### config.mk
export PLATFORM = sky130hd
export DESIGN_NAME = edge_result_writer_flat
export DESIGN_NICKNAME = d
export VERILOG_FILES = /design/src/rtl/edge_result_writer_if.sv /design/src/rtl/edge_result_writer.sv /design/src/flat_wrapper.sv
export SDC_FILE = /design/constraint.sdc
export NUM_CORES = 1
export LEC_CHECK = 0
export CAP_MARGIN = 0
export CORE_MARGIN = 2
export CORE_UTILIZATION = 46
export DETAILED_ROUTE_END_ITERATION = 7
export MAX_ROUTING_LAYER = met4
export PLACE_DENSITY = 0.78
export SYNTH_ARGS = -nofsm -noshare
export SYNTH_HDL_FRONTEND = slang
export SYNTH_SLANG_ARGS = --single-unit
### constraint.sdc
create_clock -name clk -period 1.9 [get_ports clk]
set_clock_uncertainty 0.15 [all_clocks]
set_input_delay 0.19 -clock clk [delete_from_list [all_inputs] [get_ports clk]]
set_output_delay 0.19 -clock clk [all_outputs]
set_load 0.005 [all_outputs]
### src/rtl/edge_result_writer_if.sv
// Magnitude input stream and frame-memory write port of the Sobel edge writer.
// The writer sits on the slave side; the surrounding pipeline/memory on the master side.
interface edge_result_writer_if #(
  parameter int MAG_W  = 30,
  parameter int ADDR_W = 4,
  parameter int PIX_W  = 8
);
  logic              mag_valid;
  logic [MAG_W-1:0]  mag_data;
  logic              mag_ready;
  logic              mem_wr_en;
  logic [ADDR_W-1:0] mem_wr_addr;
  logic [PIX_W-1:0]  mem_wr_data;
  logic              mem_wr_ready;

  modport master (
    output mag_valid, mag_data, mem_wr_ready,
    input  mag_ready, mem_wr_en, mem_wr_addr, mem_wr_data
  );

  modport slave (
    input  mag_valid, mag_data, mem_wr_ready,
    output mag_ready, mem_wr_en, mem_wr_addr, mem_wr_data
  );
endinterface

### src/rtl/edge_result_writer.sv
// Sobel output sink: saturates/binarises edge magnitudes, buffers them in a
// 4-entry FIFO and writes them to frame memory at sequential addresses.
module edge_result_writer #(
  parameter int MAG_W        = 30,
  parameter int WINDOW_COUNT = 9,
  parameter int ADDR_W       = 4,
  parameter int PIX_W        = 8
) (
  input  logic              clk,
  input  logic              rst_n,
  input  logic              start_i,
  input  logic [PIX_W-1:0]  threshold_i,
  input  logic              bin_mode_i,
  edge_result_writer_if.slave bus,
  output logic              busy_o,
  output logic              done_o,
  output logic [ADDR_W-1:0] sat_count_o
);

  localparam int DEPTH = 4;
  localparam int PTR_W = 2;
  localparam int OCC_W = 3;
  localparam int CNT_W = $clog2(WINDOW_COUNT + 1);
  localparam logic [PIX_W-1:0] PIX_MAX   = '1;
  localparam logic [MAG_W-1:0] SAT_LIMIT = {{(MAG_W-PIX_W){1'b0}}, PIX_MAX};

  typedef enum logic [1:0] {IDLE, RUN, DRAIN, DONE} state_t;

  state_t            state_q, state_d;
  logic [CNT_W-1:0]  in_cnt_q, in_cnt_d;
  logic [ADDR_W-1:0] addr_q, addr_d;
  logic [ADDR_W-1:0] sat_q, sat_d;
  logic [PTR_W-1:0]  rd_ptr_q, rd_ptr_d;
  logic [PTR_W-1:0]  wr_ptr_q, wr_ptr_d;
  logic [OCC_W-1:0]  occ_q, occ_d;
  logic [PIX_W-1:0]  fifo_q [DEPTH];

  logic              clear;
  logic              accept;
  logic              transfer;
  logic              last_accept;
  logic              is_sat;
  logic [PIX_W-1:0]  sat_pix;
  logic [PIX_W-1:0]  pix;

  always_comb begin
    is_sat  = bus.mag_data > SAT_LIMIT;
    sat_pix = is_sat ? PIX_MAX : bus.mag_data[PIX_W-1:0];
    pix     = sat_pix;
    if (bin_mode_i) begin
      pix = (sat_pix >= threshold_i) ? PIX_MAX : '0;
    end
  end

  // Readiness looks only at registered occupancy, so a same-cycle pop never frees a slot early.
  assign bus.mag_ready   = (state_q == RUN) && (occ_q != OCC_W'(DEPTH)) &&
                           (in_cnt_q < CNT_W'(WINDOW_COUNT));
  assign accept          = bus.mag_valid && bus.mag_ready;
  assign last_accept     = accept && (in_cnt_q == CNT_W'(WINDOW_COUNT - 1));
  assign bus.mem_wr_en   = (occ_q != '0);
  assign bus.mem_wr_data = bus.mem_wr_en ? fifo_q[rd_ptr_q] : '0;
  assign bus.mem_wr_addr = addr_q;
  assign transfer        = bus.mem_wr_en && bus.mem_wr_ready;
  assign busy_o          = (state_q == RUN) || (state_q == DRAIN);
  assign done_o          = (state_q == DONE);
  assign sat_count_o     = sat_q;

  always_comb begin
    state_d = state_q;
    clear   = 1'b0;
    case (state_q)
      IDLE, DONE: begin
        if (start_i) begin
          state_d = RUN;
          clear   = 1'b1;
        end
      end
      RUN: begin
        if (last_accept) begin
          state_d = DRAIN;
        end
      end
      DRAIN: begin
        if ((occ_q == '0) || (transfer && (occ_q == OCC_W'(1)))) begin
          state_d = DONE;
        end
      end
      default: state_d = IDLE;
    endcase
  end

  always_comb begin
    in_cnt_d = in_cnt_q;
    addr_d   = addr_q;
    sat_d    = sat_q;
    rd_ptr_d = rd_ptr_q;
    wr_ptr_d = wr_ptr_q;
    occ_d    = occ_q;
    if (clear) begin
      in_cnt_d = '0;
      addr_d   = '0;
      sat_d    = '0;
      rd_ptr_d = '0;
      wr_ptr_d = '0;
      occ_d    = '0;
    end else begin
      if (accept) begin
        in_cnt_d = in_cnt_q + CNT_W'(1);
        wr_ptr_d = wr_ptr_q + PTR_W'(1);
        sat_d    = sat_q + ADDR_W'(is_sat);
      end
      if (transfer) begin
        addr_d   = addr_q + ADDR_W'(1);
        rd_ptr_d = rd_ptr_q + PTR_W'(1);
      end
      case ({accept, transfer})
        2'b10:   occ_d = occ_q + OCC_W'(1);
        2'b01:   occ_d = occ_q - OCC_W'(1);
        default: occ_d = occ_q;
      endcase
    end
  end

  always_ff @(posedge clk or negedge rst_n) begin
    if (!rst_n) begin
      state_q  <= IDLE;
      in_cnt_q <= '0;
      addr_q   <= '0;
      sat_q    <= '0;
      rd_ptr_q <= '0;
      wr_ptr_q <= '0;
      occ_q    <= '0;
    end else begin
      state_q  <= state_d;
      in_cnt_q <= in_cnt_d;
      addr_q   <= addr_d;
      sat_q    <= sat_d;
      rd_ptr_q <= rd_ptr_d;
      wr_ptr_q <= wr_ptr_d;
      occ_q    <= occ_d;
    end
  end

  // Storage needs no reset: the read port is masked to zero whenever the FIFO is empty.
  always_ff @(posedge clk) begin
    if (accept) begin
      fifo_q[wr_ptr_q] <= pix;
    end
  end

endmodule

### src/flat_wrapper.sv
// flat-port wrapper written by rule: the top's interface ports become plain ports
module edge_result_writer_flat 
#(
  parameter int MAG_W        = 30,
  parameter int WINDOW_COUNT = 9,
  parameter int ADDR_W       = 4,
  parameter int PIX_W        = 8
)
  (clk, rst_n, start_i, threshold_i, bin_mode_i, busy_o, done_o, sat_count_o, bus_mag_valid, bus_mag_data, bus_mem_wr_ready, bus_mag_ready, bus_mem_wr_en, bus_mem_wr_addr, bus_mem_wr_data);
  edge_result_writer_if #(.MAG_W(MAG_W), .ADDR_W(ADDR_W), .PIX_W(PIX_W)) bus_i ();
  input  logic clk;
  input  logic rst_n;
  input  logic start_i;
  input  logic [PIX_W-1:0] threshold_i;
  input  logic bin_mode_i;
  output logic busy_o;
  output logic done_o;
  output logic [ADDR_W-1:0] sat_count_o;
  input wire logic [$bits(bus_i.mag_valid)-1:0] bus_mag_valid;
  input wire logic [$bits(bus_i.mag_data)-1:0] bus_mag_data;
  input wire logic [$bits(bus_i.mem_wr_ready)-1:0] bus_mem_wr_ready;
  output wire logic [$bits(bus_i.mag_ready)-1:0] bus_mag_ready;
  output wire logic [$bits(bus_i.mem_wr_en)-1:0] bus_mem_wr_en;
  output wire logic [$bits(bus_i.mem_wr_addr)-1:0] bus_mem_wr_addr;
  output wire logic [$bits(bus_i.mem_wr_data)-1:0] bus_mem_wr_data;
  assign bus_i.mag_valid = bus_mag_valid;
  assign bus_i.mag_data = bus_mag_data;
  assign bus_i.mem_wr_ready = bus_mem_wr_ready;
  assign bus_mag_ready = bus_i.mag_ready;
  assign bus_mem_wr_en = bus_i.mem_wr_en;
  assign bus_mem_wr_addr = bus_i.mem_wr_addr;
  assign bus_mem_wr_data = bus_i.mem_wr_data;
  edge_result_writer #(.MAG_W(MAG_W), .WINDOW_COUNT(WINDOW_COUNT), .ADDR_W(ADDR_W), .PIX_W(PIX_W)) u_core (.clk(clk), .rst_n(rst_n), .start_i(start_i), .threshold_i(threshold_i), .bin_mode_i(bin_mode_i), .bus(bus_i), .busy_o(busy_o), .done_o(done_o), .sat_count_o(sat_count_o));
endmodule
==> impl_metrics.ini, run 1 <==
[status]
outcome = complete, but fails checks
failed_checks = setup timing

[critical_path]
crit_buf_inv = 2
cpPeakStageDelay_ns = 0.35
crit_fanout = 8
path_class = in2reg
critical_path.top_delay_family = simple AND/OR/NAND/NOR gates
cp-start-kind = input port
worst_ep_required_time_ns = 1.87
arrival_ns = 2.23
cpMaxStageDelayCell = a221o_1
critPathCaptureType = flop
cp_cell_sequence = buf_6, nor4_4, nand4_1, nor2_4, nand2_1, ha_1, o21ai_1, a221o_1, buf_12, a22oi_2

[cts]
clock-sinks = 53
cts-root-buf = clkbuf_8
htreeDepth = 2
cts_buffers = 5
cts_tree = built
cts-hold-fix-buffers = 0
clkLatencyLatePin_ns = 0.31
cts_max_path_buffers = 2
cts.clk_slew.worst_paths_ns = 0.10

[global_routing]
grt_use_total_pct = 20.67
grt_pass1_vias = 2382
overflow = 0
antenna_found_initial = 0
grt_pass1_wl_mm = 11.30
grt_start_max_net_pins = 22

[routing]
vias_per_cell = 5.283
drc = 0
dr.pass1.iters = 5
wire_per_inst_um = 16.80
ant_nets = 0
dr.first_iter.drc_count = 85
postRouteWirelength_mm = 7.491
vias = 2356

[layout]
final_cell_mix = 38 x buf_4, 32 x edfxtp_1, 30 x clkdlybuf4s50_1
drive_gt1_share_pct = 41.51
antennaDiodeCount = 0
finish.net_count = 438
stdcell_area_um2 = 4453
area.growth.synth_to_final_pct = 53.14
fillers = 403
final_common_cell = buf_4
seq_area_um2 = 1486
multi_input_area_um2 = 1531

[synthesis]
synth_area_per_cell_um2 = 11.72
syn_nets = 316
yosysUniqueCellTypes = 41
yosys_warnings = 0
syn_inst = 248
netlist_area_um2 = 2908
synth_seq_cells = 53
seq_area_frac_synth_pct = 51.12

[sta]
fin_crit_ns = 2.263
min_period_over_period_pct = 119.1
setup-violations-final = 42
setup_ws_ns = -0.3635
whs_ns = 0.05945
maxSlewViolCount = 0
tightest_slew_ns = 0.3447
slew_headroom_pct = 77.02
fin_tns_setup_ns = -11.99
fmax_mhz = 441.8
rsz0062_at_grt = yes
hold_viol = 0

[power_and_ir_drop]
p_per_area_nw_per_um2 = 1157
clockPowerShare_pct = 12.7
internal_power_mw = 3.412
p_seq_share_pct = 30.7
p_comb_share_pct = 56.7
power_switching_mw = 1.741
p_leak_nw = 1.839
swShare_pct = 33.79
power.ir.vdd_worst_mv = 0.6910

[floorplanning]
dieWidth_um = 83.51
rows = 28
initial_utilization_pct = 48.26
die_area_um2 = 6973
die_y_um = 83.51
core-area_um2 = 6026
pin_count = 64

[place]
dp_hpwl_mm = 4.860
place.gp.congestion = 0.7963
placed_cell_area_um2 = 4054
port_buffers = 63

[hold_path]
hold_class = in2async

[run]
maxCapViolations = 0
==> sequential cells by signal, summed over array words and instances, names as in the netlist <==
| register | count |
|---|---|
| u_core.fifo_q | 32 |
| u_core.bus.mem_wr_addr | 4 |
| u_core.in_cnt_q | 4 |
| u_core.sat_count_o | 4 |
| u_core.occ_q | 3 |
| u_core.rd_ptr_q | 2 |
| u_core.state_q | 2 |
| u_core.wr_ptr_q | 2 |
==> timing repair <==
action                     in CTS  in global routing
setup endpoints to repair      67                 49
pin swaps                      25                 20
gates cloned                    0                  1
buffers inserted               15                  7
hold endpoints to repair        0                  0
gates resized for setup       129                 43
==> synthesized netlist by cell type, drive strengths merged <==
cell type	count	area [µm²]
mux4	8	180.2
a221o	1	10.01
o211a	1	10.01
nor4	6	37.54
nor3	6	35.03
and2b	1	10.01
edfxtp	32	960.9
mux2i	4	40.04
o21a	1	7.510
a22oi	7	52.55
inv	32	120.1
buf	6	33.78
xnor2	5	43.79
a21oi	13	65.06
a21boi	2	26.28
o21ai	9	45.04
xor2	3	26.28
o2111ai	1	8.760
and2	13	81.33
nor2	13	48.80
clkbuf	1	3.750
xnor3	1	22.52
o211ai	1	21.27
or3	2	12.51
dfrtp	21	525.5
a21o	1	7.510
nand2	18	67.56
nor3b	1	12.51
nor2b	2	15.02
ha	24	300.3
nand4	5	31.28
o221ai	1	8.760
nand3	5	25.02
mux2	1	11.26
==> stage by stage <==
| stage | cells | utilization, % | power [mW] | setup WS [ns] |
|---|---|---|---|---|
| final | 446 | 73.90 | 5.153 | -0.3635 |
| after global placement | 419 | 67.28 | 3.722 | -0.9188 |
| after floorplan | 248 | - | 2.744 | -0.5081 |
| after global routing | 446 | 73.90 | 5.452 | -0.4811 |
| after detailed placement | 419 | 67.28 | 3.783 | -1.056 |
| after CTS | 441 | 71.24 | 4.661 | -0.3625 |
==> metal layers <==
metal	part of all wire [%]	global-route usage, %	up-vias	wire length [µm]
li1	-	-	1123	-
met1	42	26.27	1156	3165
met2	52	34.90	57	3871
met3	3.2	2.572	20	240
met4	2.8	6.452	0	213
met5	0	-	-	0
==> power groups by stage <==
stage               Clock [mW]  Sequential, mW  Combinational (mW)
floorplan                    0            1.57                1.17
global placement             0            1.57                2.15
detailed placement           0            1.58                2.20
CTS                      0.666            1.56                2.43
global route             0.709            1.60                3.14
finish                   0.654            1.58                2.92
==> kinds of logic (layout without fill, tap and decap cells) <==
kind of cell	Yosys count	count (layout)	share of synthesized area, %
muxes	13	13	7.960
buffers and inverters	39	162	5.422
xor gates and xnor gates	9	9	3.184
and+or+nand+nor	72	72	12.95
adders and majority gates	24	24	10.33
DFF	53	53	51.12
AOI/OAI and AO/OA	38	38	9.036
==> path summary, 6_finish.rpt <==
check,slack [ns],cells after the start,end,start
worst min register to register,0.41,2,u_core.sat_count_o[0],u_core.sat_count_o[0]
min in group clk,0.41,2,u_core.sat_count_o[0],u_core.sat_count_o[0]
max in group asynchronous,1.31,2,u_core.in_cnt_q[3],rst_n
worst min-delay path,0.06,2,u_core.bus.mem_wr_addr[2],rst_n
worst max-delay path,-0.36,10,u_core.fifo_q[0][4],bus_mag_data[8]
worst max register to register,-0.03,9,u_core.occ_q[1],u_core.occ_q[0]
==> area by class of cell <==
type | count | share of cell area (%)
Clock buffer | 5 | 1.545
Sequential cell | 53 | 33.38
Clock inverter | 3 | 0.4777
Timing Repair Buffer | 121 | 25.09
Tap cell | 75 | 2.107
Inverter | 32 | 2.866
Timing Repair inverter | 1 | 0.1405
Multi-Input combinational cell | 156 | 34.39
No activity file was read; power rests on OpenSTA's default activity.
==> inputs of run 2 (changes only) <==
--- a/config.mk
+++ b/config.mk
@@ -10,7 +10,7 @@
 export CORE_UTILIZATION = 46
 export DETAILED_ROUTE_END_ITERATION = 7
 export MAX_ROUTING_LAYER = met4
-export PLACE_DENSITY = 0.78
+export PLACE_DENSITY = 0.83
 export SYNTH_ARGS = -nofsm -noshare
 export SYNTH_HDL_FRONTEND = slang
 export SYNTH_SLANG_ARGS = --single-unit
==> run 2 against run 1 <==
Global-route usage is 3.0 points higher. Sequential power about the same. Register-to-register slack got worse by 0.03 ns. Non-clock buffer count increased by 4. Critical endpoint is now u_core.fifo_q[2][7]. Die area stayed put. Largest power group unchanged. First-iteration DRC count grew 52%. Hold slack improved by 0.0016 ns. Power grew 5.2%. Maximum frequency fell by 0.22%. The run still ends with setup timing left.
==> impl_metrics.ini, run 2 (synthesized netlist as in run 1, its figures left out) <==
[status]
outcome = complete, but fails checks
failed_checks = setup timing

[hold_path]
hold_class = in2async

[power_and_ir_drop]
p_leak_nw = 1.865
power.ir.vdd_worst_mv = 1.131
p_per_area_nw_per_um2 = 1199
finalPower_mw = 5.421

[layout]
regMostFlops = u_core.fifo_q
seq_area_um2 = 1488
final_cell_mix = 45 x buf_4, 32 x edfxtp_1, 30 x clkdlybuf4s50_1
finish.net_count = 441
drive_gt1_share_pct = 43.58
antennaDiodeCount = 0
fillers = 365
final_common_cell = buf_4
area.growth.synth_to_final_pct = 55.55
multi_input_area_um2 = 1564
largest_reg_flops = 32

[floorplanning]
die_area_um2 = 6973
core-area_um2 = 6026
rows = 28
pin_count = 64
dieWidth_um = 83.51
die_y_um = 83.51
initial_utilization_pct = 48.26

[sta]
setup_ws_ns = -0.3686
maxSlewViolCount = 0
slew_headroom_pct = 62.02
tightest_slew_ns = 0.5645
fin_tns_setup_ns = -11.99
hold_viol = 0
rsz0062_at_grt = yes
fin_crit_ns = 2.269
min_period_over_period_pct = 119.4
setup-violations-final = 42
fmax_mhz = 440.8

[cts]
cts-hold-fix-buffers = 0
cts_buffers = 5
cts_tree = built
clkLatencyLatePin_ns = 0.31
htreeDepth = 2
clock-sinks = 53
cts_max_path_buffers = 2
cts.clk_slew.worst_paths_ns = 0.11
cts-root-buf = clkbuf_8

[routing]
drc = 0
postRouteWirelength_mm = 7.869
ant_nets = 0
dr.first_iter.drc_count = 129
wire_per_inst_um = 17.53
vias = 2419
dr.pass1.iters = 4
vias_per_cell = 5.388

[global_routing]
antenna_found_initial = 0
grt_pass1_vias = 2607
busiest_layer = met2
use_met1_pct = 27.47
use_met2_pct = 43.33
grt_start_max_net_pins = 22
grt_pass1_wl_mm = 12.84
grt_use_met3_pct = 2.077
overflow = 0
grt_use_total_pct = 23.70

[critical_path]
worst_ep_required_time_ns = 1.86
crit_fanout = 8
path_class = in2reg
arrival_ns = 2.23
cp_cell_sequence = buf_2, nor4_4, nand4_1, nor2_4, nand2_2, ha_4, nand4_1, a221o_2, a22oi_2
critPathCaptureType = flop
cp-start-kind = input port
cp_common_cell = nand4_1
crit_buf_inv = 1
cpMaxStageDelayCell = a221o_2
critical_path.top_delay_family = simple AND/OR/NAND/NOR gates
cpPeakStageDelay_ns = 0.42

[place]
dp_hpwl_mm = 5.092
place.gp.congestion = 0.7736
port_buffers = 63

[run]
maxCapViolations = 0
==> run 2: cell type report <==
| cell class | instances | area share, % |
|---|---|---|
| inverter | 32 | 2.766 |
| sequential | 53 | 32.89 |
| timing repair buffer | 125 | 25.23 |
| clock inverter | 2 | 0.8575 |
| tap | 75 | 2.075 |
| multi-input combinational | 156 | 34.58 |
| clock buffer | 6 | 1.604 |
==> run 2: what timing repair did <==
action	in CTS	in global routing
setup buffers	21	8
pin swaps	31	31
resized for setup	152	29
gates cloned	1	0
endpoints found under the setup margin	89	49
==> run 2: per-stage QoR <==
step | setup slack [ns] | hold WS, ns | cell area, µm² | utilization (%) | cells
2_1_floorplan | -0.5081 | -0.2556 | 3044 | - | 248
3_3_place_gp | -1.047 | 0.3787 | 4009 | 66.53 | 413
3_5_place_dp | -1.150 | 0.3892 | 4009 | 66.53 | 413
4_1_cts | -0.3150 | 0.07353 | 4367 | 72.47 | 442
5_1_grt | -0.4884 | 0.09796 | 4523 | 75.06 | 449
6_report | -0.3686 | 0.06101 | 4523 | 75.06 | 449
==> run 2: final timing paths <==
check	from	to	slack [ns]	depth (start not counted)
setup / recovery	bus_mag_data[8]	u_core.fifo_q[2][7]	-0.37	9
hold / removal	rst_n	u_core.occ_q[2]	0.06	2
setup reg to reg	u_core.state_q[0]	u_core.occ_q[2]	-0.06	7
hold reg to reg	u_core.bus.mem_wr_addr[3]	u_core.bus.mem_wr_addr[3]	0.40	2
max in group asynchronous	rst_n	u_core.rd_ptr_q[0]	1.30	2
min in group clk	u_core.bus.mem_wr_addr[3]	u_core.bus.mem_wr_addr[3]	0.40	2
==> run 2: report_power, final <==
| group | internal, mW | leakage, nW | switching (mW) |
|---|---|---|---|
| Sequential | 1.44 | 0.547 | 0.148 |
| Combinational | 1.81 | 1.26 | 1.25 |
| Clock | 0.396 | 0.0554 | 0.380 |
| Total | 3.64 | 1.87 | 1.78 |
==> run 2: per-layer routing <==
| layer | routed length, µm | vias to the layer above |
|---|---|---|
| li1 | - | 1129 |
| met1 | 3126 | 1212 |
| met2 | 4351 | 61 |
| met3 | 203 | 17 |
| met4 | 188 | 0 |
| met5 | 0 | - |
